--- src/rtl/ds_hazard_ctrl_pkg.sv ---
// Shared constants for the decode-stage hazard controller: forwarding-select
// encodings and the stage-tag layout {v, dest, ld}.
package ds_hazard_ctrl_pkg;

  localparam logic [1:0] FWD_RF = 2'b00;
  localparam logic [1:0] FWD_ES = 2'b01;
  localparam logic [1:0] FWD_MS = 2'b10;
  localparam logic [1:0] FWD_WS = 2'b11;

  localparam int REG_AW_DFLT = 5;
  localparam int HZ_TAG_WD   = 1 + REG_AW_DFLT + 1;

  // Tag width for an arbitrary register-address width.
  function automatic int hz_tag_wd(input int aw);
    return 1 + aw + 1;
  endfunction

endpackage

--- src/rtl/ds_hazard_ctrl_hz_src_check.sv ---
// Per-operand hazard check: matches one decode source against the EX/MEM/WB
// tags, picks the youngest producer and requests a stall when it cannot forward.
// Forwarding is only built when DS_HAZARD_FWD_EN is defined.
module hz_src_check
  import ds_hazard_ctrl_pkg::*;
#(
  parameter int REG_AW            = 5,
  parameter bit LOAD_FWD_FROM_MEM = 1'b1,
  localparam int TW               = 1 + REG_AW + 1
) (
  input  logic              valid_i,
  input  logic [REG_AW-1:0] addr_i,
  input  logic              used_i,
  input  logic [TW-1:0]     es_tag_i,
  input  logic [TW-1:0]     ms_tag_i,
  input  logic [TW-1:0]     ws_tag_i,
  output logic              stall_o,
  output logic [1:0]        sel_o
);

  logic rd_ok;
  logic hit_es;
  logic hit_ms;
  logic hit_ws;

  function automatic logic tag_hit(input logic [TW-1:0] tag, input logic [REG_AW-1:0] a);
    return tag[TW-1] && (tag[REG_AW:1] == a);
  endfunction

  assign rd_ok  = valid_i & used_i & (addr_i != '0);
  assign hit_es = rd_ok & tag_hit(es_tag_i, addr_i);
  assign hit_ms = rd_ok & tag_hit(ms_tag_i, addr_i);
  assign hit_ws = rd_ok & tag_hit(ws_tag_i, addr_i);

`ifdef DS_HAZARD_FWD_EN
  logic unused_ws_ld;
  assign unused_ws_ld = ws_tag_i[0];

  always_comb begin
    sel_o   = FWD_RF;
    stall_o = 1'b0;
    if (hit_es) begin
      sel_o   = FWD_ES;
      stall_o = es_tag_i[0];
    end else if (hit_ms) begin
      sel_o   = FWD_MS;
      stall_o = ms_tag_i[0] & ~LOAD_FWD_FROM_MEM;
    end else if (hit_ws) begin
      sel_o   = FWD_WS;
    end
  end
`else
  // Without forwarding the RF is the only source, so any in-flight writer blocks.
  localparam bit unused_lfm = LOAD_FWD_FROM_MEM;
  logic unused_ld;
  assign unused_ld = ^{es_tag_i[0], ms_tag_i[0], ws_tag_i[0], unused_lfm};

  always_comb begin
    sel_o   = FWD_RF;
    stall_o = hit_es | hit_ms | hit_ws;
  end
`endif

endmodule

--- src/rtl/ds_hazard_ctrl.sv ---
// Decode-stage scoreboard/interlock: tracks EX/MEM/WB destination tags, drives
// ds_stall, per-operand forwarding selects and a stall-cycle counter.
// Optional forwarding is enabled by defining DS_HAZARD_FWD_EN.
module ds_hazard_ctrl
  import ds_hazard_ctrl_pkg::*;
#(
  parameter int REG_AW            = 5,
  parameter int CNT_W             = 32,
  parameter bit LOAD_FWD_FROM_MEM = 1'b1
) (
  input  logic              clk,
  input  logic              rst,
  input  logic              ds_valid,
  input  logic [REG_AW-1:0] ds_raddr1,
  input  logic [REG_AW-1:0] ds_raddr2,
  input  logic              ds_src1_used,
  input  logic              ds_src2_used,
  input  logic [REG_AW-1:0] ds_dest,
  input  logic              ds_gr_we,
  input  logic              ds_is_load,
  input  logic              ds_go,
  input  logic              es_go,
  input  logic              ms_go,
  input  logic              ws_go,
  output logic              ds_stall,
  output logic [1:0]        fwd_sel1,
  output logic [1:0]        fwd_sel2,
  output logic [CNT_W-1:0]  stall_cnt
);

  localparam int TW = hz_tag_wd(REG_AW);

  logic [TW-1:0]    es_tag_q, es_tag_d;
  logic [TW-1:0]    ms_tag_q, ms_tag_d;
  logic [TW-1:0]    ws_tag_q, ws_tag_d;
  logic [CNT_W-1:0] stall_cnt_q, stall_cnt_d;

  logic       stall1, stall2;
  logic [1:0] sel1, sel2;

  // A stage that loads and drains in the same cycle takes the new tag.
  always_comb begin
    es_tag_d = es_tag_q;
    if (ds_go)      es_tag_d = {ds_gr_we & (ds_dest != '0), ds_dest, ds_is_load};
    else if (es_go) es_tag_d[TW-1] = 1'b0;

    ms_tag_d = ms_tag_q;
    if (es_go)      ms_tag_d = es_tag_q;
    else if (ms_go) ms_tag_d[TW-1] = 1'b0;

    ws_tag_d = ws_tag_q;
    if (ms_go)      ws_tag_d = ms_tag_q;
    else if (ws_go) ws_tag_d[TW-1] = 1'b0;

    stall_cnt_d = stall_cnt_q;
    if (ds_valid && ds_stall) stall_cnt_d = stall_cnt_q + 1'b1;
  end

  always_ff @(posedge clk or negedge rst) begin
    if (!rst) begin
      es_tag_q    <= '0;
      ms_tag_q    <= '0;
      ws_tag_q    <= '0;
      stall_cnt_q <= '0;
    end else begin
      es_tag_q    <= es_tag_d;
      ms_tag_q    <= ms_tag_d;
      ws_tag_q    <= ws_tag_d;
      stall_cnt_q <= stall_cnt_d;
    end
  end

  hz_src_check #(
    .REG_AW            (REG_AW),
    .LOAD_FWD_FROM_MEM (LOAD_FWD_FROM_MEM)
  ) u_src1 (
    .valid_i  (ds_valid),
    .addr_i   (ds_raddr1),
    .used_i   (ds_src1_used),
    .es_tag_i (es_tag_q),
    .ms_tag_i (ms_tag_q),
    .ws_tag_i (ws_tag_q),
    .stall_o  (stall1),
    .sel_o    (sel1)
  );

  hz_src_check #(
    .REG_AW            (REG_AW),
    .LOAD_FWD_FROM_MEM (LOAD_FWD_FROM_MEM)
  ) u_src2 (
    .valid_i  (ds_valid),
    .addr_i   (ds_raddr2),
    .used_i   (ds_src2_used),
    .es_tag_i (es_tag_q),
    .ms_tag_i (ms_tag_q),
    .ws_tag_i (ws_tag_q),
    .stall_o  (stall2),
    .sel_o    (sel2)
  );

  assign ds_stall  = rst & (stall1 | stall2);
  assign fwd_sel1  = rst ? sel1 : FWD_RF;
  assign fwd_sel2  = rst ? sel2 : FWD_RF;
  assign stall_cnt = stall_cnt_q;

endmodule

--- config.mk ---
export PLATFORM = sky130hd
export DESIGN_NAME = ds_hazard_ctrl
export DESIGN_NICKNAME = d
export VERILOG_FILES = /design/src/rtl/ds_hazard_ctrl_pkg.sv /design/src/rtl/ds_hazard_ctrl_hz_src_check.sv /design/src/rtl/ds_hazard_ctrl.sv
export SDC_FILE = /design/constraint.sdc
export NUM_CORES = 1
export LEC_CHECK = 0
export ABC_AREA = 1
export BUFFER_PORTS_ARGS = -buffer_cell sky130_fd_sc_hd__buf_2
export CORE_UTILIZATION = 51
export DETAILED_ROUTE_END_ITERATION = 10
export MAX_ROUTING_LAYER = met4
export PLACE_DENSITY = 0.79
export SLEW_MARGIN = 20
export SYNTH_ARGS = -nofsm -noshare
export SYNTH_HDL_FRONTEND = slang
export SYNTH_SLANG_ARGS = --single-unit
--- constraint.sdc ---
create_clock -name clk -period 1.4 [get_ports clk]
set_input_delay 0.21 -clock clk [delete_from_list [all_inputs] [get_ports clk]]
set_output_delay 0.21 -clock clk [all_outputs]
set_load 0.005 [all_outputs]
==> summary.txt, run 1 <==
Run status
  • Status: finished, violations left
  • Failing checks: design-rule violations, negative setup slack

Layout
  • Share of post-route cells with drive strength above 1: 30.4%
  • Net count, final: 716
  • # fillers: 517
  • Area growth, synth to finish: 37.2%
  • Multi-input logic area: 2010 µm²
  • Design Area, Final: 4720 µm²
  • Ant diodes: 0
  • Most common cell after layout, fill and taps aside: nand2_1
  • Storage cell area: 1250 µm²
  • Most frequent cells in the layout: nand2_1, buf_4, buf_2

Global routing
  • Vias in the first global route: 3573
  • Initial antenna violation count: 0
  • Pin count of the biggest net entering global routing: 40
  • Global route total overflow: 0
  • First-pass GRT wire length: 16.6 mm
  • GRT Util Overall: 30.7%

Min path
  • Path type of the worst min-delay path: in2reg
  • Hold worst-path end: ws_tag_q[6]
  • Hold_sp: ws_go
  • Hold Path Stages: 2

CTS
  • Num CTS Buffers: 5
  • Clock H-tree levels: 2
  • Clock slew at reported path FFs: 0.09 ns
  • Worst-case clock buffer depth: 2
  • Root buffer cell: clkbuf_8
  • Latest clock arrival within the worst-skew pair: 0.31 ns
  • Clock sinks: 50
  • CTS tree: yes

STA
  • Setup violators final: 34
  • Max-slew violations: 0
  • Peak Freq: 558 MHz
  • Final WS setup: -0.393 ns
  • Tmin final: 1.79 ns
  • Final period util: 128%
  • Setup_tns: -11.48 ns
  • WHS: 0.0765 ns
  • RSZ-0062 raised after global routing: true
  • Clock Skew: 0.00882 ns
  • Final hold vios: 0

Synth
  • Sequential element share of the synthesized area: 36.4%
  • Multiplexer share of the synthesized area: 0%
  • Prevailing post-synth register cell: dfrtp_1
  • Number of synthesized flops with an enable pin: 0
  • Yosys top cell by area: dfrtp_1
  • Compound-gate portion of the synthesized area: 3.57%
  • Most area-consuming cells after synthesis: dfrtp_1, nand2_1, nand3_1
  • Fraction of registers with async set/reset: 100%
  • Post-Synth Simple-Gate Area: 47.2%
  • #FFs+latches synth: 50
  • Avg Synthesized Cell Area: 6.25 µm²
  • Largest family of logic cells by synthesized area: simple AND/OR/NAND/NOR gates
  • Distinct cell type count after synthesis: 26
  • Synth Area in XOR/XNOR: 3.82%
  • Synth top area share: 36.4%
  • Synth Cell Area: 3440 µm²
  • Synth Area in Adders: 0.364%
  • Synthesized instance count: 550
  • Synth warn: 0

Worst setup path
  • Crit. Startpoint: es_tag_q[1]
  • Crit Path Category: reg2out
  • Reg-to-Reg End: stall_cnt[10]
  • CP Capture Type: output port
  • Worst-path fanout max: 4
  • Cells on worst reg2reg path: 14
  • Type of origin of the critical path: flip-flop
  • CP Data Required Time: 1.19 ns
  • RR Startpoint: es_tag_q[1]
  • Reg2Reg Setup Slack: -0.39 ns
  • CP Data Arrival Time: 1.58 ns

Floorplan
  • Core box area: 6420 µm²
  • Die Ht: 84.1 µm
  • Rows: 29
  • Full die area: 7070 µm²
  • # IOs: 63
  • Initial Util: 53.5%
  • Die width: 84.1 µm

Detailed routing
  • Total number of vias: 4045
  • Via/cell ratio: 5.27
  • DRC viols: 8
  • Detailed-route wire length: 10.5 mm
  • DRT iter0 DRCs: 291
  • Final ANT Viol Nets: 0
  • WL per Instance: 13.7 µm
  • Drt pass-1 iters: 10

Placed design
  • I/O Buffers: 57
  • Post-detail-place hpwl: 7.40 mm
  • Area post-placement: 4300 µm²
  • Placer Congestion: 0.969

Pwr
  • VDD IR max: 0.445 mV
  • PD cells: 702 nW/µm²
  • Leakage: 0.00259 µW

Run
  • Max-capacitance violation count: 0
==> worst max path at each step <==
stage                     to  slack [ns]
2_1_floorplan  stall_cnt[31]       -0.03
5_1_grt             ds_stall       -0.47
3_3_place_gp   stall_cnt[13]       -0.24
3_5_place_dp   stall_cnt[11]       -0.26
6_report            ds_stall       -0.39
4_1_cts             ds_stall       -0.36
==> registers in the layout, summed over array words and instances, names as in the netlist <==
register / count
stall_cnt: 32
ms_tag_q: 6
es_tag_q: 6
ws_tag_q: 6
==> worst max-delay path, stage by stage, from the launching register on <==
cell and delay (ns):
dfrtp_1 0.41, buf_6 0.14, nand2_2 0.05, nand2_1 0.04, nor2_1 0.12, nand3_2 0.10
nand3_2 0.07, nand2_2 0.06, nand2_2 0.08, nand2_4 0.07, inv_2 0.04, buf_2 0.09
==> cell families (layout without fill, tap and decap cells) <==
kind of cell               after synthesis  after routing
buffers and inverters                   70            207
other                                    1              4
and+or+nand+nor                        389            389
DFF                                     50             50
xor gates and xnor gates                15             15
adders and majority gates                1              1
AOI/OAI and AO/OA                       24             24
==> metrics by stage <==
step           std cells  power (µW)  util (%)  setup slack (ns)
3_5_place_dp         738        2290      67.0            -0.260
3_3_place_gp         738        2270      67.0            -0.241
6_report             767        3310      73.4            -0.393
2_1_floorplan        553        1980         -           -0.0279
4_1_cts              758        3250      70.6            -0.361
5_1_grt              767        3490      73.4            -0.471
==> synthesized netlist by cell type, types with 2 or more instances <==
library cell,instances
nand2_2,4
xnor2_1,2
nor2_1,55
nand3b_1,5
dfrtp_1,50
inv_2,11
buf_2,4
nor3_1,18
xor2_1,13
o21ai_0,20
buf_4,7
nor2_2,2
clkbuf_1,6
nand3_1,56
nor3_2,2
a21oi_1,2
inv_1,41
nand2_1,244
==> layout make-up <==
| type | instances | area share, % |
|---|---|---|
| Multi-Input combinational cell | 433 | 42.6 |
| Timing Repair Buffer | 146 | 22.6 |
| Clock buffer | 6 | 1.75 |
| Clock inverter | 2 | 0.265 |
| Inverter | 53 | 4.22 |
| Sequential cell | 50 | 26.6 |
| Tap cell | 77 | 2.04 |
==> metal layers <==
layer | global-route usage, % | up-vias | routed length (µm)
li1 | - | 1988 | -
met1 | 39.7 | 1867 | 4560
met2 | 49.3 | 163 | 5040
met3 | 5.54 | 27 | 691
met4 | 9.56 | 0 | 220
met5 | - | - | 0
==> what timing repair did <==
item	4_1_cts	5_1_grt
setup endpoints to repair	33	34
resized for setup	8	36
hold endpoints to repair	35	0
buffers inserted	10	7
gates cloned	1	2
pin swaps	5	13
hold buffers	1	0
==> where the power goes <==
group,internal (µW),switching (µW)
Clock,398,507
Sequential,1530,96.6
Combinational,351,430
(Power assumes the default switching activity.)
==> run 2, diff against run 1 <==
==> constraint.sdc (replaced) <==
create_clock -name clk -period 1.4 [get_ports clk]
set_input_delay 0.07 -clock clk [delete_from_list [all_inputs] [get_ports clk]]
set_output_delay 0.07 -clock clk [all_outputs]
set_load 0.005 [all_outputs]
==> summary.txt, run 2 (same netlist as run 1, synthesis figures left out) <==
Worst setup path
  • Critical path's slowest cell: dfrtp_2
  • CP Data Arrival Time: 1.73 ns
  • Reg2Reg Setup Slack: -0.38 ns
  • CP top delay family: simple AND/OR/NAND/NOR gates
  • Cells on worst reg2reg path: 12
  • Largest stage delay, worst path: 0.46 ns
  • Reg-to-Reg End: stall_cnt[25]
  • Worst path bufs/invs: 3
  • Crit-path cells: nand2_1 > nand2_1 > nor2_1 > nand3_1 > nand3_1 > nand2_1 > nand2_2 > nand2_4 > buf_12 > clkinv_4 > buf_6
  • CP Data Required Time: 1.33 ns
  • CP Capture Type: output port
  • Worst-path fanout max: 5
  • Type of origin of the critical path: flip-flop
  • RR Startpoint: es_tag_q[1]
  • Most used cell, CP: nand2_1
  • Crit Path Category: reg2out

Global routing
  • Global route total overflow: 0
  • Pin count of the biggest net entering global routing: 47
  • Initial antenna violation count: 0
  • GRT Util Overall: 33.6%
  • First-pass GRT wire length: 18.2 mm
  • Vias in the first global route: 4024

Detailed routing
  • Drt pass-1 iters: 8
  • Final ANT Viol Nets: 0
  • Total number of vias: 4129
  • Detailed-route wire length: 11.1 mm
  • Via/cell ratio: 5.48
  • WL per Instance: 14.7 µm
  • DRT iter0 DRCs: 362
  • DRC viols: 10

Floorplan
  • Initial Util: 53.5%
  • Die Ht: 84.1 µm
  • Rows: 29
  • Core box area: 6420 µm²
  • Full die area: 7070 µm²
  • # IOs: 63
  • Die width: 84.1 µm

Min path
  • Hold_sp: ds_gr_we
  • Path type of the worst min-delay path: in2reg
  • Hold worst-path end: es_tag_q[6]
  • Hold Path Stages: 3

Run
  • Max-capacitance violation count: 0

Pwr
  • PD cells: 733 nW/µm²
  • VDD IR max: 0.519 mV
  • Leakage: 0.00252 µW

STA
  • Setup_tns: -9.65 ns
  • RSZ-0062 raised after global routing: true
  • Final WS setup: -0.396 ns
  • Final hold vios: 1
  • Tmin final: 1.80 ns
  • Peak Freq: 557 MHz
  • WHS: -0.00172 ns
  • Clock Skew: 0.00572 ns
  • Max-slew violations: 0
  • Final period util: 128%
  • Setup violators final: 33

Run status
  • Failing checks: design-rule violations, negative hold slack, negative setup slack
  • Status: finished, violations left

CTS
  • Clock sinks: 50
  • Root buffer cell: clkbuf_8
  • CTS tree: yes
  • Clock H-tree levels: 2
  • Worst-case clock buffer depth: 2
  • Num CTS Buffers: 5
  • Clock slew at reported path FFs: 0.10 ns
  • Latest clock arrival within the worst-skew pair: 0.31 ns

Layout
  • Max reg flops: 32
  • # fillers: 539
  • Non-Filler Instances: 754
  • Most frequent cells in the layout: nand2_1, buf_4, buf_2
  • Most common cell after layout, fill and taps aside: nand2_1
  • Final core utilization: 72.4%
  • Net count, final: 703
  • Area growth, synth to finish: 35.2%
  • Share of post-route cells with drive strength above 1: 26.9%
  • Ant diodes: 0

Placed design
  • Post-detail-place hpwl: 7.67 mm
  • Cell total after placement: 729
  • Setup Slack @ Placement: -0.214 ns
  • Placer Congestion: 0.973
  • I/O Buffers: 57
==> run 2: layer usage <==
metal | GRT usage (%) | up-vias | wire (µm)
li1 | - | 1962 | -
met1 | 39.4 | 1892 | 4450
met2 | 55.1 | 220 | 5250
met3 | 5.54 | 55 | 897
met4 | 18.5 | 0 | 460
met5 | - | - | 0
==> run 2: what timing repair did <==
action	4_1_cts	5_1_grt
resized for setup	22	17
endpoints found under the setup margin	33	33
hold buffers	6	1
buffers inserted	9	1
endpoints found under the hold margin	55	1
gates cloned	4	0
pin swaps	9	8
==> run 2: area by class of cell <==
class,count,area [µm²],area share [%]
clock buffer,6,72.6,1.56
clock inverter,2,37.5,0.808
inverter,53,204,4.39
multi-input combinational,433,1980,42.6
sequential,50,1250,27.0
tap,77,96.3,2.07
timing repair buffer,133,1000,21.6
==> run 2: worst max-delay path by stage <==
stage,start,to,slack [ns],depth (start not counted)
finish,es_tag_q[1],ds_stall,-0.40,11
global route,es_tag_q[1],ds_stall,-0.49,11
CTS,es_tag_q[2],stall_cnt[12],-0.38,13
detailed placement,es_tag_q[4],stall_cnt[13],-0.21,11
global placement,ms_tag_q[1],stall_cnt[28],-0.19,12
floorplan,stall_cnt[1],stall_cnt[31],-0.03,9
==> run 2: through the flow <==
stage,total power (µW),area [µm²]
3_5_place_dp,2280,4230
3_3_place_gp,2240,4230
5_1_grt,3560,4650
4_1_cts,3400,4670
6_report,3410,4650
2_1_floorplan,1980,3470
==> run 2: worst reg2reg max path, stage by stage (launching register included) <==
cell,delay (ns)
dfrtp_2,0.46
nand2_1,0.08
nand2_1,0.05
nor2_1,0.13
nand3_1,0.11
nand3_1,0.10
nand2_1,0.06
nand2_2,0.11
nand2_4,0.07
buf_12,0.14
bufbuf_16,0.27
nand2_2,0.06
nand2_1,0.05
==> run 2: power breakdown <==
group / switching, µW / leakage (µW) / internal, µW / total, µW
Sequential: 103 / 0.000665 / 1530 / 1630
Combinational: 409 / 0.00180 / 314 / 723
Clock: 515 / 0.0000514 / 534 / 1050
==> run 3, diff against run 2 <==
Settings changed: RECOVER_POWER set to 50.
==> summary.txt, run 3 (same netlist as run 1, synthesis figures left out) <==
STA
  • Peak Freq: 555 MHz
  • Final hold vios: 1
  • Setup violators final: 33
  • Tmin final: 1.80 ns
  • Clock Skew: 0.00702 ns
  • Final period util: 129%
  • Setup_tns: -10.18 ns
  • Final WS setup: -0.400 ns
  • Worst-margin pin slew: 0.841 ns
  • Max-slew violations: 0
  • Rel. slew slack: 43.9%
  • RSZ-0062 raised after global routing: true
  • WHS: -0.00109 ns

Global routing
  • Vias in the first global route: 4024
  • Global route total overflow: 0
  • GRT Util Overall: 33.6%
  • Initial antenna violation count: 0
  • Pin count of the biggest net entering global routing: 47
  • First-pass GRT wire length: 18.2 mm

Pwr
  • Leakage: 0.00251 µW
  • PD cells: 734 nW/µm²
  • VDD IR max: 0.523 mV

Layout
  • Most common cell after layout, fill and taps aside: nand2_1
  • Non-Filler Instances: 754
  • Net count, final: 703
  • Design Area, Final: 4630 µm²
  • Most frequent cells in the layout: nand2_1, buf_4, buf_2
  • Area growth, synth to finish: 34.7%
  • Max reg flops: 32
  • Ant diodes: 0
  • Share of post-route cells with drive strength above 1: 26.6%

Placed design
  • Post-detail-place hpwl: 7.67 mm
  • I/O Buffers: 57
  • Area post-placement: 4230 µm²
  • Cell total after placement: 729
  • Setup Slack @ Placement: -0.214 ns
  • Placer Congestion: 0.973

Detailed routing
  • WL per Instance: 14.7 µm
  • Drt pass-1 iters: 8
  • Detailed-route wire length: 11.1 mm
  • Total number of vias: 4102
  • DRT iter0 DRCs: 318
  • Final ANT Viol Nets: 0
  • Via/cell ratio: 5.44
  • DRC viols: 10

CTS
  • Clock slew at reported path FFs: 0.10 ns
  • Clock H-tree levels: 2
  • Root buffer cell: clkbuf_8
  • Latest clock arrival within the worst-skew pair: 0.31 ns
  • Num CTS Buffers: 5
  • Clock sinks: 50
  • Worst-case clock buffer depth: 2
  • CTS tree: yes

Floorplan
  • Core box area: 6420 µm²
  • Rows: 29
  • Full die area: 7070 µm²
  • Initial Util: 53.5%
  • Die Ht: 84.1 µm
  • # IOs: 63
  • Die width: 84.1 µm

Worst setup path
  • CP Data Arrival Time: 1.73 ns
  • Reg2Reg Setup Slack: -0.39 ns
  • Crit Path Category: reg2out
  • Worst-path fanout max: 5
  • Cells on worst reg2reg path: 12
  • CP Data Required Time: 1.33 ns
  • RR Startpoint: es_tag_q[1]
  • Type of origin of the critical path: flip-flop
  • Crit. Startpoint: es_tag_q[1]
  • CP Capture Type: output port

Run status
  • Failing checks: design-rule violations, negative hold slack, negative setup slack
  • Status: finished, violations left

Min path
  • Hold_sp: ds_gr_we
  • Path type of the worst min-delay path: in2reg
  • Hold Path Stages: 3

Run
  • Max-capacitance violation count: 0
run 3: final cells by class:
class                           instances  area (µm²)
Fill cell                             540        1790
Tap cell                               77        96.3
Inverter                               53         204
Multi-Input combinational cell        433        1980
Timing Repair Buffer                  133         983
Clock inverter                          2        37.5
Sequential cell                        50        1250
Clock buffer                            6        72.6
run 3: per-stage QoR:
stage	power, µW	utilization [%]
2_1_floorplan	1980	-
3_3_place_gp	2240	65.9
3_5_place_dp	2280	65.9
4_1_cts	3400	72.7
5_1_grt	3550	72.1
6_report	3400	72.1
run 3: routing by layer:
metal / vias up / GRT usage (%) / wire (µm)
met2: 226 / 55.1 / 5240
met5: - / - / 0
met1: 1860 / 39.4 / 4450
li1: 1957 / - / -
met3: 59 / 5.54 / 875
met4: 0 / 18.5 / 484
run 3: final timing paths:
check,end
setup / recovery,ds_stall
hold / removal,es_tag_q[6]
setup reg to reg,stall_cnt[25]
hold reg to reg,ws_tag_q[5]
max in group asynchronous,stall_cnt[0]
min in group asynchronous,ws_tag_q[2]
run 3: critical path: stages, from the launching register on:
cell	delay, ns
dfrtp_2	0.45
nand2_1	0.08
nand2_1	0.05
nor2_1	0.13
nand3_1	0.11
nand3_1	0.10
nand2_1	0.06
nand2_2	0.11
nand2_4	0.07
buf_12	0.14
clkinv_4	0.04
buf_6	0.07
run 3: what timing repair did:
action                                  4_1_cts  5_1_grt
endpoints found under the hold margin        55        1
pin swaps                                     9        8
gates cloned                                  4        0
gates resized for setup                      22       17
buffers inserted                              9        1
hold buffers                                  6        1
endpoints found under the setup margin       33       33
run 3: where the power goes:
group / internal, µW / switching [µW]
registers: 1530 / 103
clock network: 534 / 517
logic: 306 / 408
total: 2370 / 1030
